[config.mk]
export PLATFORM = sky130hd
export DESIGN_NAME = stream_out_matrix_ping_pong_flat
export DESIGN_NICKNAME = d
export VERILOG_FILES = /design/src/rtl/stream_out_matrix_ping_pong_if.sv /design/src/rtl/stream_out_matrix_ping_pong.sv /design/src/flat_wrapper.sv
export SDC_FILE = /design/constraint.sdc
export NUM_CORES = 1
export LEC_CHECK = 0
export ABC_CLOCK_PERIOD_IN_PS = 5310
export BUFFER_PORTS_ARGS = -buffer_cell sky130_fd_sc_hd__buf_2
export CORE_MARGIN = 2
export CORE_UTILIZATION = 45
export CTS_BUF_LIST = sky130_fd_sc_hd__clkbuf_16
export DETAILED_ROUTE_END_ITERATION = 10
export GPL_ROUTABILITY_DRIVEN = 0
export PLACE_DENSITY = 0.69
export SLEW_MARGIN = 40
export SYNTH_ARGS = -nofsm -noshare
export SYNTH_HDL_FRONTEND = slang
export SYNTH_SLANG_ARGS = --single-unit
export TNS_END_PERCENT = 20
[constraint.sdc]
create_clock -name clk -period 5.31 [get_ports clk]
set_input_delay 0.2655 -clock clk [delete_from_list [all_inputs] [get_ports clk]]
set_output_delay 0.2655 -clock clk [all_outputs]
set_load 0.02 [all_outputs]
[src/rtl/stream_out_matrix_ping_pong_if.sv]
// Matrix-in / element-out handshake bundle for stream_out_matrix_ping_pong.
// STREAM_OUT_INDEX_EN adds the out_row/out_col coordinate outputs.
interface stream_out_matrix_ping_pong_if #(
  parameter int BITS = 8,
  parameter int R    = 3,
  parameter int C    = 3
);
  localparam int RW = (R > 1) ? $clog2(R) : 1;
  localparam int CW = (C > 1) ? $clog2(C) : 1;

  logic            in_valid;
  logic            in_ready;
  logic [BITS-1:0] a [R][C];
  logic            out_valid;
  logic            out_ready;
  logic [BITS-1:0] out_data;
  logic            out_last;
`ifdef STREAM_OUT_INDEX_EN
  logic [RW-1:0]   out_row;
  logic [CW-1:0]   out_col;
`endif

  modport slave (
    input  in_valid, a, out_ready,
    output in_ready, out_valid, out_data, out_last
`ifdef STREAM_OUT_INDEX_EN
    , output out_row, out_col
`endif
  );

  modport master (
    output in_valid, a, out_ready,
    input  in_ready, out_valid, out_data, out_last
`ifdef STREAM_OUT_INDEX_EN
    , input out_row, out_col
`endif
  );
endinterface

[src/rtl/stream_out_matrix_ping_pong.sv]
// Ping-pong buffered matrix serializer: one R x C matrix in, R*C elements out row-major.
// Define STREAM_OUT_INDEX_EN to expose the (out_row, out_col) coordinates of out_data.
module stream_out_matrix_ping_pong #(
  parameter int BITS = 8,
  parameter int R    = 3,
  parameter int C    = 3
) (
  input logic clk,
  input logic rst,
  stream_out_matrix_ping_pong_if.slave bus
);
  localparam int N  = R * C;
  localparam int IW = (N > 1) ? $clog2(N) : 1;
  localparam int RW = (R > 1) ? $clog2(R) : 1;
  localparam int CW = (C > 1) ? $clog2(C) : 1;

  logic [BITS-1:0] bank [2][R][C];
  logic [1:0]      full;
  logic            wr_sel;
  logic            rd_sel;
  logic [IW-1:0]   idx;
  logic [RW-1:0]   row;
  logic [CW-1:0]   col;

  logic accept;
  logic xfer;
  logic at_last;

  assign bus.in_ready  = ~full[wr_sel];
  assign bus.out_valid = full[rd_sel];
  // row/col shadow idx so the element mux needs no divide or modulo
  assign bus.out_data  = bank[rd_sel][row][col];
  assign at_last       = (idx == IW'(N - 1));
  assign bus.out_last  = full[rd_sel] && at_last;
`ifdef STREAM_OUT_INDEX_EN
  assign bus.out_row   = row;
  assign bus.out_col   = col;
`endif

  assign accept = bus.in_valid && ~full[wr_sel];
  assign xfer   = full[rd_sel] && bus.out_ready;

  always_ff @(posedge clk or posedge rst) begin
    if (rst) begin
      for (int b = 0; b < 2; b++)
        for (int r = 0; r < R; r++)
          for (int c = 0; c < C; c++)
            bank[b][r][c] <= '0;
      full   <= '0;
      wr_sel <= 1'b0;
      rd_sel <= 1'b0;
      idx    <= '0;
      row    <= '0;
      col    <= '0;
    end else begin
      // accept and drain always touch different banks, so both may act in one edge
      if (xfer) begin
        if (at_last) begin
          idx          <= '0;
          row          <= '0;
          col          <= '0;
          full[rd_sel] <= 1'b0;
          rd_sel       <= ~rd_sel;
        end else begin
          idx <= idx + IW'(1);
          if (col == CW'(C - 1)) begin
            col <= '0;
            row <= row + RW'(1);
          end else begin
            col <= col + CW'(1);
          end
        end
      end
      if (accept) begin
        bank[wr_sel] <= bus.a;
        full[wr_sel] <= 1'b1;
        wr_sel       <= ~wr_sel;
      end
    end
  end
endmodule
[src/flat_wrapper.sv]
// flat-port wrapper written by rule: the top's interface ports become plain ports
module stream_out_matrix_ping_pong_flat 
#(
  parameter int BITS = 8,
  parameter int R    = 3,
  parameter int C    = 3
)
  (clk, rst, bus_in_valid, bus_a, bus_out_ready, bus_in_ready, bus_out_valid, bus_out_data, bus_out_last);
  stream_out_matrix_ping_pong_if #(.BITS(BITS), .R(R), .C(C)) bus_i ();
  input logic clk;
  input logic rst;
  input wire logic [$bits(bus_i.in_valid)-1:0] bus_in_valid;
  input wire logic [$bits(bus_i.a)-1:0] bus_a;
  input wire logic [$bits(bus_i.out_ready)-1:0] bus_out_ready;
  output wire logic [$bits(bus_i.in_ready)-1:0] bus_in_ready;
  output wire logic [$bits(bus_i.out_valid)-1:0] bus_out_valid;
  output wire logic [$bits(bus_i.out_data)-1:0] bus_out_data;
  output wire logic [$bits(bus_i.out_last)-1:0] bus_out_last;
  assign bus_i.in_valid = bus_in_valid;
  assign bus_i.a = {>>{bus_a}};
  assign bus_i.out_ready = bus_out_ready;
  assign bus_in_ready = bus_i.in_ready;
  assign bus_out_valid = bus_i.out_valid;
  assign bus_out_data = bus_i.out_data;
  assign bus_out_last = bus_i.out_last;
  stream_out_matrix_ping_pong #(.BITS(BITS), .R(R), .C(C)) u_core (.clk(clk), .rst(rst), .bus(bus_i));
endmodule
# == Word level (Yosys, flattened, before mapping) ==
# Index checks and enable logic that the tools add are counted.
# Widths: inputs -> output; s select.
# op_classes
div_mod_pow,0
mul,0
magnitude_cmp,9
addsub,3
n_shift,0
muxes,28
eq_ne,2
bitwise,10
n_reduce_logical,9
# op_table
operator,n
$mux 72,4
$bwmux 144,1
$demux 72 s1,1
$bmux 24 s2,1
$mux 24,2
$bmux 8 s2,1
$mux 8,2
$mux 2,7
$ge 3x3->1 const B,2
$logic_and 1x1->1,6
$mux 1,6
$not 2->3,2
$add 2x1->2 const B,2
$add 4x1->4 const B,1
$eq 4x4->1 const B,1
$ge 2x2->1 const B,2
$lt 1x2->1 const B,2
$mux 4,1
$not 1->2,2
$reduce_and 2->1,2
$not 1->1,3
$and 2x2->2,1
$demux 1 s1,2
$eq 2x2->1 const B,1
5 further kinds,6
# word_totals
reg_bits,156
wordCells,85
latchBits,0
out_inout_bits,11
rom_bits,0
ram_bits,0
input_bits,76
n_memories,0

# == Logic depth before layout (Yosys ltp) ==
# depth
word_depth,10
depth_mapped,7
depth_no_buf,6

# == Least setup slack after synthesis ==
# No wires, ideal clock.
# synth_timing
path_kind,reg2out
startpoint,register u_core.row[0]
endpoint,output port bus_out_data[0]
stages_incl_launch_ff,7
t_required_ns,5.044
setup_slack_ns,3.514
arrival_ns,1.530
path_buffers,2
cell_sequence,dfrtp_1 > buf_6 > or4b_4 > buf_6 > o22ai_1 > a21oi_1 > nand3_1
# synth_between
elab_chain_cells,7
# synth_lines
item,line,rtl
"start, declared",stream_out_matrix_ping_pong.sv:22,logic [RW-1:0] row;
"start signal, assigned",stream_out_matrix_ping_pong.sv:68,row <= row + RW'(1);
$not 2->3 (implied by the code),stream_out_matrix_ping_pong.sv:32,assign bus.out_data = bank[rd_sel][row][col];
$bmux 24 s2,stream_out_matrix_ping_pong.sv:32,
$mux 24 (implied by the code) (2 in series),stream_out_matrix_ping_pong.sv:32,
$bmux 8 s2,stream_out_matrix_ping_pong.sv:32,
$mux 8 (implied by the code) (2 in series),stream_out_matrix_ping_pong.sv:32,
"end, declared",flat_wrapper.sv:17,output wire logic [$bits(bus_i.out_data)-1:0] bus_out_data;
# Every way passes these cells. The select of a mux whose other input is x is not followed.

# == Worst setup path in the final report ==
# layout_timing
startpoint,register u_core.rd_sel
endpoint,output port bus_out_data[4]
# layout_between
elab_chain_cells,10
# layout_lines
item,line,rtl
"start, declared",stream_out_matrix_ping_pong.sv:20,logic rd_sel;
"start signal, assigned",stream_out_matrix_ping_pong.sv:63,rd_sel <= ~rd_sel;
$not 1->2 (implied by the code),stream_out_matrix_ping_pong.sv:32,
$mux 72 (implied by the code) (3 in series),stream_out_matrix_ping_pong.sv:32,
$bmux 24 s2,stream_out_matrix_ping_pong.sv:32,
$mux 24 (implied by the code) (2 in series),stream_out_matrix_ping_pong.sv:32,
$bmux 8 s2,stream_out_matrix_ping_pong.sv:32,
$mux 8 (implied by the code) (2 in series),stream_out_matrix_ping_pong.sv:32,
# Every way passes these cells. The select of a mux whose other input is x is not followed.

==> flow_summary.toml <==
[pwr]
pwr-share-clk_pct = 23.0
pwr-share-seq_pct = 41.0
p_leak_nw = 3.75
swShare_pct = 33.7
powerDensity_nw_per_um2 = 655
p_comb_share_pct = 36.0
ir_drop_mv = 0.366
p_sw_mw = 1.84
intPower_mw = 3.63

[floorplan]
die_h_um = 130
core_um2 = 15700
die_w_um = 130
die_area_um2 = 17000
pin_count = 87
start_util_pct = 45.6
rows = 46

[timing]
rsz0062_at_grt = "no"
fin_crit_ns = 3.00
slew_headroom_pct = 45.7
setup_viol = 0
tns_ns = 0
setup_slack_ns = 2.31
clock.fmax_mhz = 334
hold_viol = 94
maxSlewViolCount = 0
skew_ns = 0.0113
fin_crit_sh_pct = 56.4
holdWs_ns = -0.0563
worstMarginPinSlew_ns = 0.815

[clock_tree]
hold_buffers = 0
cts_tree = "done"
htree_levels = 4
numCtsBuffers = 17
clock_latency_ns = 0.43
root_buffer = "clkbuf_16"
cts_resized = 0
cts_max_path_buffers = 2
post_cts_buffers = 0
cts_sinks = 156
path_clk_slew_ns = 0.06

[run_status]
status = "complete, but fails checks"
violations = "hold timing"

[synth]
synthTopCellsByArea = "dfrtp_1, mux2_2, mux2i_1"
yosysSeqAreaShare_pct = 54.4
synth_area_um2 = 7170
postSynthAreaPerCell_um2 = 13.8
synth_cell_types = 37
syn_nets = 598
ys_ff_latch = 156
yosys.area.top_type = "dfrtp_1"
synth_cells = 520
synth_warnings = 0
synth.top_cell.area_share_pct = 54.4

[route]
num_vias = 4488
drc = 0
first_pass_iters = 4
wl_per_cell_um = 19.0
first_iter_violations = 255
viasPerCell = 5.44
detail-route-antenna-nets = 0
wl_um = 15600

[global_route]
antenna_found_initial = 2
grt_pass1_wl_um = 24900
grt_usage_pct = 19.7
grt_pass1_vias = 4766
grt.overflow.total = 0
grt_max_degree = 96

[worst_setup_path]
r2r_start = "u_core.rd_sel$_DFFE_PP0P_"
cp_data_required_time_ns = 5.04
reg2reg_depth = 3
crit_path_end_kind = "primary output"
worstSetupPathType = "reg -> out"
crit_arrival_ns = 2.73
crit_fanout = 48
startpoint_type = "register"
cp-startpoint = "u_core.rd_sel$_DFFE_PP0P_"
reg2reg_slack_ns = 3.12
r2r_end = "u_core.idx[1]$_DFFE_PP0N_"
crit_path_end = "bus_out_data[4]"

[finish]
mostFrequentLayoutCells = "mux2_2, dfrtp_1, buf_2, mux2i_1, nand2_1"
multi_input_area_um2 = 3060
seqCellArea_um2 = 3910
final_nets = 673
drive_gt1_share_pct = 47.4
fin_area_um2 = 8360
area_delta_synth_final_pct = 16.5
n_fill_cell = 1324

[placement]
dp_hpwl_um = 10700
place_area_um2 = 7730
dp_slack_ns = 2.71
portBuffers = 86

[flow_run]
max_cap_violations = 0

[hold_path]
hold_class = "in -> async"
## metrics by stage
step	hold slack (ns)	instances	utilization (%)	power [mW]
floorplan	0.416	520	-	3.68
global placement	0.483	792	49.2	4.15
detailed placement	0.492	792	49.2	4.24
CTS	0.0476	824	53.1	5.51
global route	0.00213	824	53.2	5.81
finish	-0.0563	825	53.2	5.47
## worst min path at each step
stage                                     start  cells past startpoint                           to  slack, ns
global route                                rst                      2     u_core.full[0]$_DFF_PP0_      0.002
finish                                      rst                      2     u_core.full[0]$_DFF_PP0_      -0.06
global placement    u_core.bank[27]$_DFFE_PP0P_                      1  u_core.bank[27]$_DFFE_PP0P_       0.48
CTS                                         rst                      2     u_core.full[0]$_DFF_PP0_       0.05
floorplan                              bus_a[0]                      1   u_core.bank[0]$_DFFE_PP0P_       0.42
detailed placement  u_core.bank[29]$_DFFE_PP0P_                      1  u_core.bank[29]$_DFFE_PP0P_       0.49
## state kept, by name, indices dropped and copies added (netlist names)
register       cells
u_core.bank      144
u_core.col         2
u_core.row         2
u_core.idx         4
u_core.wr_sel      1
u_core.full        2
u_core.rd_sel      1
## cells by family after synthesis
group	share of synthesized area, %
AOI/OAI and AO/OA	3.72
xor gates and xnor gates	0.122
adders and majority gates	0.349
buffers and inverters	3.02
DFF	54.4
muxes	33.7
and+or+nand+nor	4.68
## critical path, stage by stage (launching register included)
cell,delay (ns)
dfrtp_4,0.95
buf_4,0.46
mux2_2,0.38
a21oi_1,0.15
nand3_1,0.15
buf_2,0.19
## cells in the mapped netlist
| cell | number |
|---|---|
| and3b_1 | 1 |
| or2_2 | 1 |
| or4b_4 | 1 |
| mux4_2 | 8 |
| nand2b_1 | 1 |
| buf_6 | 3 |
| and2_1 | 2 |
| nand3b_1 | 2 |
| nor2b_1 | 2 |
| mux2_2 | 154 |
| o22ai_1 | 7 |
| nand4bb_1 | 1 |
| or2_1 | 1 |
| o21ai_0 | 4 |
| a22oi_1 | 8 |
| buf_1 | 3 |
| nand3_1 | 20 |
| mux2_1 | 1 |
| nor3b_4 | 1 |
| nor3b_1 | 2 |
| a211oi_1 | 1 |
| nor2_1 | 5 |
| mux2i_1 | 49 |
| dfrtp_1 | 156 |
| a22o_1 | 1 |
| ha_1 | 2 |
| buf_4 | 3 |
| inv_1 | 6 |
| xor2_1 | 1 |
| o31ai_1 | 2 |
| a21o_1 | 1 |
| o41ai_1 | 1 |
| buf_2 | 23 |
| nand2_1 | 24 |
| a21oi_1 | 17 |
| clkbuf_1 | 3 |
| o21ai_1 | 2 |
## power groups by stage
| stage | Combinational (mW) | Sequential (mW) | Clock (mW) |
|---|---|---|---|
| final | 1.97 | 2.24 | 1.26 |
| after global routing | 2.15 | 2.33 | 1.33 |
| after CTS | 1.99 | 2.25 | 1.27 |
| after detailed placement | 1.98 | 2.26 | 0 |
| after global placement | 1.92 | 2.23 | 0 |
| after floorplan | 1.67 | 2.01 | 0 |
## layer usage
metal | wire, µm | GRT usage [%] | up-vias
met4 | 351 | 7.84 | 2
met2 | 7790 | 31.7 | 106
met5 | 12 | 0 | -
met3 | 838 | 5.66 | 25
met1 | 6660 | 25.4 | 2319
li1 | - | - | 2036
## cell type report
cell class	instances	share of cell area (%)
antenna	1	0.0299
clock buffer	17	5.09
clock inverter	15	2.17
inverter	6	0.359
multi-input combinational	323	36.6
sequential	156	46.8
tap	216	3.23
timing repair buffer	91	5.69
Power figures use the tool's default switching activity.
